===== src/rtl/hb_chinfo_parser.sv =====
// Heartbeat packet parser: extracts the CH limit and CH records
// from a received byte stream for the known-CH selection stage.
module hb_chinfo_parser #(
  parameter logic [7:0] HB_TYPE = 8'h01,
  parameter int         MAX_REC = 16
) (
  input  logic        clk,
  input  logic        rst,
  input  logic [7:0]  rx_byte,
  input  logic        rx_valid,
  input  logic        rx_sop,
  input  logic        rx_eop,
  output logic        HB_reset,
  output logic [15:0] HB_CHlimit,
  output logic        en_KCH,
  output logic [15:0] fCH_ID,
  output logic [15:0] fCH_Hops,
  output logic [15:0] fCH_QValue,
  output logic        pkt_err
);

  localparam logic [1:0] S_IDLE = 2'd0;
  localparam logic [1:0] S_HDR  = 2'd1;
  localparam logic [1:0] S_REC  = 2'd2;
  localparam logic [1:0] S_DROP = 2'd3;

  localparam logic [8:0] MAX_W = 9'(MAX_REC);

  logic [1:0]  state;
  logic [1:0]  hdr_idx;
  logic [7:0]  lim_hi;
  logic [7:0]  lim_lo;
  logic [7:0]  n_rec;
  logic [2:0]  byte_idx;
  logic [7:0]  rec_idx;
  logic [39:0] asm_q;

  logic [47:0] rec_w;
  logic [16:0] hops_sum;
  logic [15:0] hops_sat;
  logic        rec_fwd;
  logic        last_rec;

  // Complete record as seen on the cycle its sixth byte arrives.
  assign rec_w    = {asm_q, rx_byte};
  assign hops_sum = {1'b0, rec_w[31:16]} + 17'd1;
  assign hops_sat = hops_sum[16] ? 16'hFFFF
                                 : hops_sum[15:0];
  assign rec_fwd  = ({1'b0, rec_idx} < MAX_W);
  assign last_rec = ((rec_idx + 8'd1) == n_rec);

  always_ff @(posedge clk) begin
    if (rst) begin
      state      <= S_IDLE;
      hdr_idx    <= 2'd0;
      lim_hi     <= 8'd0;
      lim_lo     <= 8'd0;
      n_rec      <= 8'd0;
      byte_idx   <= 3'd0;
      rec_idx    <= 8'd0;
      asm_q      <= 40'd0;
      HB_reset   <= 1'b0;
      HB_CHlimit <= 16'd0;
      en_KCH     <= 1'b0;
      fCH_ID     <= 16'd0;
      fCH_Hops   <= 16'hFFFF;
      fCH_QValue <= 16'd0;
      pkt_err    <= 1'b0;
    end else begin
      HB_reset <= 1'b0;
      en_KCH   <= 1'b0;
      pkt_err  <= 1'b0;
      if (rx_valid) begin
        if (rx_sop) begin
          // A sop restarts parsing from any state.
          hdr_idx  <= 2'd1;
          byte_idx <= 3'd0;
          rec_idx  <= 8'd0;
          if (rx_eop)
            state <= S_IDLE;
          else if (rx_byte == HB_TYPE)
            state <= S_HDR;
          else
            state <= S_DROP;
        end else begin
          case (state)
            S_HDR: begin
              hdr_idx <= hdr_idx + 2'd1;
              case (hdr_idx)
                2'd1:    lim_hi <= rx_byte;
                2'd2:    lim_lo <= rx_byte;
                default: n_rec  <= rx_byte;
              endcase
              if (hdr_idx == 2'd3) begin
                HB_reset   <= 1'b1;
                HB_CHlimit <= {lim_hi, lim_lo};
                if (rx_eop || rx_byte == 8'd0)
                  state <= S_IDLE;
                else
                  state <= S_REC;
              end else if (rx_eop) begin
                pkt_err <= 1'b1;
                state   <= S_IDLE;
              end
            end
            S_REC: begin
              asm_q <= {asm_q[31:0], rx_byte};
              if (byte_idx == 3'd5) begin
                byte_idx <= 3'd0;
                rec_idx  <= rec_idx + 8'd1;
                if (rec_fwd) begin
                  en_KCH     <= 1'b1;
                  fCH_ID     <= rec_w[47:32];
                  fCH_Hops   <= hops_sat;
                  fCH_QValue <= rec_w[15:0];
                end
                if (last_rec) begin
                  state <= rx_eop ? S_IDLE : S_DROP;
                end else if (rx_eop) begin
                  pkt_err <= 1'b1;
                  state   <= S_IDLE;
                end
              end else begin
                byte_idx <= byte_idx + 3'd1;
                if (rx_eop) begin
                  pkt_err <= 1'b1;
                  state   <= S_IDLE;
                end
              end
            end
            S_DROP: begin
              if (rx_eop)
                state <= S_IDLE;
            end
            default: ;
          endcase
        end
      end
    end
  end

endmodule


===== config.mk =====
export PLATFORM = sky130hd
export DESIGN_NAME = hb_chinfo_parser
export DESIGN_NICKNAME = d
export VERILOG_FILES = /design/src/rtl/hb_chinfo_parser.sv
export SDC_FILE = /design/constraint.sdc
export NUM_CORES = 1
export LEC_CHECK = 0
export ABC_AREA = 1
export CORE_ASPECT_RATIO = 0.6
export CORE_MARGIN = 2
export CORE_UTILIZATION = 50
export DETAILED_ROUTE_END_ITERATION = 6
export GPL_ROUTABILITY_DRIVEN = 0
export MAX_ROUTING_LAYER = met4
export PLACE_DENSITY = 0.83
export SETUP_SLACK_MARGIN = 0.2
export SLEW_MARGIN = 20
export SYNTH_ARGS = -nofsm -noshare
export SYNTH_HDL_FRONTEND = slang
export SYNTH_SLANG_ARGS = --single-unit

===== constraint.sdc =====
create_clock -name clk -period 2.4 [get_ports clk]
set_input_delay 0.48 -clock clk [delete_from_list [all_inputs] [get_ports clk]]
set_output_delay 0.48 -clock clk [all_outputs]
set_load 0.03 [all_outputs]

# Word-level counts from Yosys, hierarchy flattened
# Index checks and enable logic that the tools add are counted.
[totals] out_inout_bits=67 word_cells=81 regBits=146
[op_classes] n_eq_ne=9 n_lt_le_gt_ge=1 bitwise_logic=6 addsub=4 muxes=26 n_reduce_logical=20
[op_table] cell="two-way mux 8 bit" count=3
[op_table] cell="two-way mux 2 bit" count=11
[op_table] cell="adder 16 x 1 -> 17 bit, second input constant" count=1
[op_table] cell="two-way mux 16 bit" count=1
[op_table] cell="AND reduction 4 bit" count=4
[op_table] cell="two-way mux 3 bit" count=3
[op_table] cell="adder 8 x 1 -> 8 bit, second input constant" count=1
[op_table] cell="== test 2 bit, second input constant" count=4
[op_table] cell="== test 8 x 1 -> 1 bit, second input constant" count=1
[op_table] cell="== test 8 bit" count=1
[op_table] cell="logical NOT 8 bit" count=1
[op_table] cell="less-than comparator 8 x 5 -> 1 bit, second input constant" count=1
[op_table] cell="two-way mux 1 bit" count=6
[op_table] cell="NOT 1 bit" count=6
[op_table] cell="case mux 2 bit (3 select lines)" count=1
[op_table] cell="AND reduction 2 bit" count=3
[op_table] cell="AND reduction 3 bit" count=2
[op_table] cell="nonzero test 2 bit" count=3
[op_table] cell="AND reduction 5 bit" count=1
[op_table] cell="OR reduction 5 bit" count=1
[op_table] cell="== test 2 x 1 -> 1 bit, second input constant" count=2
[op_table] cell="nonzero test 4 bit" count=1
[op_table] cell="OR reduction 4 bit" count=1
[op_table] cell="adder 3 x 1 -> 3 bit, second input constant" count=1
[op_table] cell="other kinds (6)" count=6

# Logic depth before layout (Yosys ltp)
[depth] depth_word=6 mapped_depth=15 depth_no_buf=15

# Least setup slack after synthesis
# Ideal clock, no wire load.
[synth_path] path_type="flip-flop to flip-flop" start="reg state[0]" end="reg fCH_QValue[5]" n_path_buf=2 synth_period_minus_slack_ps=1636 setup_time_ps=120 t_arrival_ps=1516 path_stages_with_launch=12 path_slack_ps=764 required_ps=2280 path_cell_list="dfxtp_1 -> inv_1 -> ha_1 -> inv_2 -> nor2_4 -> inv_2 -> nor2_4 -> nand2_4 -> inv_4 -> buf_6 -> buf_6 -> a21oi_2"
[synth_via] elab_chain_len=2
[synth_lines] item="start, declared" line="29" text="logic [1:0] state;"
[synth_lines] item="start signal, assigned" line="118" text="state <= rx_eop ? S_IDLE : S_DROP;"
[synth_lines] item="== test 2 bit" line="86" text="case (state)"
[synth_lines] item="AND reduction 5 bit (no line)"
[synth_lines] item="end signal, assigned" line="115" text="fCH_QValue <= rec_w[15:0];"
[synth_lines] item="end, declared" line="18" text="output logic [15:0] fCH_QValue,"
# Every way passes these cells.
# A chain may end at the register's enable or synchronous reset.

# Final worst setup path
[layout_path] start="reg fCH_QValue[8]" end="out fCH_QValue[8]"
# No word-level cell between the ends.

==> impl_results.md <==
- Mux share of post-synthesis cell area: 0%
- Register area share after synthesis: 49.3%
- Area occupied by registers: 0.00292 mm^2
- Antenna-violating nets left: 0
- Min Hold Slack: 471 ps
- Max-slew headroom: 57.4%
- CP arrival: 1530 ps
- 1st-pass router iterations: 5
- Worst path slowest cell: clkdlybuf4s50_1
- Die H: 88.4 um
- Share of layout cells above drive strength 1: 11.6%
- Core ar.: 0.0114 mm^2
- Peak supply drop: 614 uV
- Root Driver: clkbuf_16
- Synth-to-layout area growth: 26.9%
- Area of the multi-input gates: 0.00251 mm^2
- Crit share post-route: 83.7%
- Min-Delay Path Class: reg2reg
- Mean Syn Cell Area: 8.05 um^2
- Power per cell area: 731 mW/mm^2
- Wire length on met3: 976 um
- Final slew viol count: 0
- Initial antenna violation count: 0
- Hpwl dp: 9840 um
- RSZ-0062 raised after global routing: false
- Htree depth: 4
- CP endpoint kind: output pin
- Fin. Hold Viols: 0
- Worst slew pin tran: 639 ps
- Mapped cell area: 0.00593 mm^2
- Comb pwr share: 3.8%
- Final setup viols: 0
- Mapped Cells: 737
- Status: complete, no violations
- Most common cell after layout, fill and taps aside: dfxtp_1
- Max Clock Skew: 12.9 ps
- Max Root-Sink Buffers: 2
- CTS Buf Count: 17
- Combinational family with the most area after synthesis: compound AO/OA/AOI/OAI gates
- Ys flop type: dfxtp_1
- DRC viols: 0
- Leakage: 2.94 nW
- Synth Area in Adders: 1.69%
- Placement Rows: 30
- Sequential power share: 45.1%
- Post-synthesis xor/xnor area fraction: 1.62%
- Post-synth EDFFs: 0
- Metal-1 WL: 7550 um
- Clk_lat worst skew: 430 ps
- Pin count of the biggest net entering global routing: 76
- CP startpoint kind: flop
- Crit-path max FO: 2
- Synth Area in Simple Gates: 16.2%
- Ys async rst share: 0%
- Cell family with most CP delay: buffers and inverters
- CTS resizes: 0
- Crit path kind: reg2out
- Net Sw Power: 1.27 mW
- DR WL met2: 6210 um
- Die Span X: 145 um
- Total grt overflow: 0
- Fmax: 0.498 GHz
- Post-route setup TNS: 0 ps
- Nets: 837
- Ys Warns: 0
- Yosys reg bits: 146
- Ant. Diodes: 0
- Yosys cell types: 42
- Vias per cell: 5.37
- Clock Sinks: 146
- Int Pwr: 4.23 mW
- Global-route wire length before repair: 24000 um
- CP bufs+invs: 1
- Highest routed layer: met4
- Syn_nets: 758
- Final Critical Period: 2010 ps
- Max incr delay on CP: 720 ps
- Routed length per placed instance: 15.1 um
- Required @ worst endpoint: 1920 ps
- Via count: 5309
- Total track usage: 25.0%
- MaxCap Viol Count: 0
- Drt first-iter violations: 465
- CTS Hold Bufs: 0
- Clock power share: 51.2%
- CTS tree: done
- WL final: 15000 um
- Sw Share: 23.0%
- Commonest non-fill, non-tap cells in the layout: dfxtp_1 (146), o21ai_0 (90), a21oi_1 (89)
- Die ar.: 0.0128 mm^2
- Clock-pin slew on the worst setup and hold paths: 60 ps
- Buffers on Ports: 79
- Number of global-route vias before repair: 4869
- Crit path cell chain: clkdlybuf4s50_1
- Fill cells: 893
- Post-synthesis compound-gate area fraction: 22.8%
- Post-CTS Setup Bufs: 0
- Initial Util: 51.8%
- I/O pin cnt: 80
## cells by family (layout without fill, tap and decap cells)
| logic type | Yosys count | count (layout) |
|---|---|---|
| AOI/OAI and AO/OA | 253 | 253 |
| DFF | 146 | 146 |
| buffers and inverters | 119 | 211 |
| xor gates and xnor gates | 11 | 11 |
| and+or+nand+nor | 200 | 200 |
| adders and majority gates | 8 | 8 |
## synthesized netlist by cell type (4+ instances only)
cell type	instances	area, um^2
buf_6	4	45.0
dfxtp_1	146	2920
ha_1	8	100
o22ai_1	16	100
nor3_1	6	30.0
nor2_2	7	43.8
o21ai_0	90	450
clkbuf_1	22	82.6
a211oi_1	4	30.0
nor2_1	72	270
a21oi_1	89	445
inv_2	8	30.0
xor2_1	10	87.6
nand2_1	72	270
inv_1	71	267
o21ai_1	36	180
nor2_4	6	67.6
buf_2	7	35.0
a21oi_2	11	96.3
nand3_1	19	95.1
## routing by layer
metal / vias to the layer above / global-route usage [%]
met1: 2459 / 36.0
met4: 0 / 9.44
met5: - / -
met2: 202 / 35.1
li1: 2619 / -
met3: 29 / 4.38
## final cells by class
class / count / share of cell area [%]
clock inverter: 13 / 2.29
multi-input combinational: 472 / 33.4
timing repair buffer: 95 / 12.6
inverter: 84 / 4.24
sequential: 146 / 38.8
tap: 160 / 2.66
clock buffer: 19 / 6.02
## state kept, by name, indices dropped and copies added (netlist names), 2 cells and up
name / flops
HB_CHlimit: 16
asm_q: 40
byte_idx: 3
fCH_Hops: 16
fCH_ID: 16
fCH_QValue: 16
hdr_idx: 2
lim_hi: 8
lim_lo: 8
n_rec: 8
rec_idx: 8
state: 2
## path summary, 6_finish.rpt
path / depth (start not counted) / slack, ps / endpoint / startpoint
max: 1 / 390 / fCH_QValue[8] / fCH_QValue[8]
min reg2reg: 2 / 470 / asm_q[37] / asm_q[29]
min: 2 / 470 / asm_q[37] / asm_q[29]
max reg2reg: 11 / 480 / fCH_Hops[12] / state[0]
## through the flow
stage          setup WS, ps  util, %  area (um^2)  total power, mW  cells
2_1_floorplan           764        -         5930             2.65    737
3_5_place_dp            129     60.3         6900             2.73    957
5_1_grt                 311     65.7         7530             5.64    989
4_1_cts                 398     65.7         7530             5.51    989
6_report                391     65.7         7530             5.50    989
3_3_place_gp            203     60.3         6900             2.73    957
## power groups by stage
stage / combinational [mW] / sequential (mW) / clock [mW]
detailed placement: 0.202 / 2.53 / 0
CTS: 0.205 / 2.48 / 2.83
finish: 0.208 / 2.48 / 2.81
global route: 0.230 / 2.48 / 2.93
global placement: 0.201 / 2.53 / 0
floorplan: 0.130 / 2.52 / 0
No activity file was read; power rests on OpenSTA's default activity.
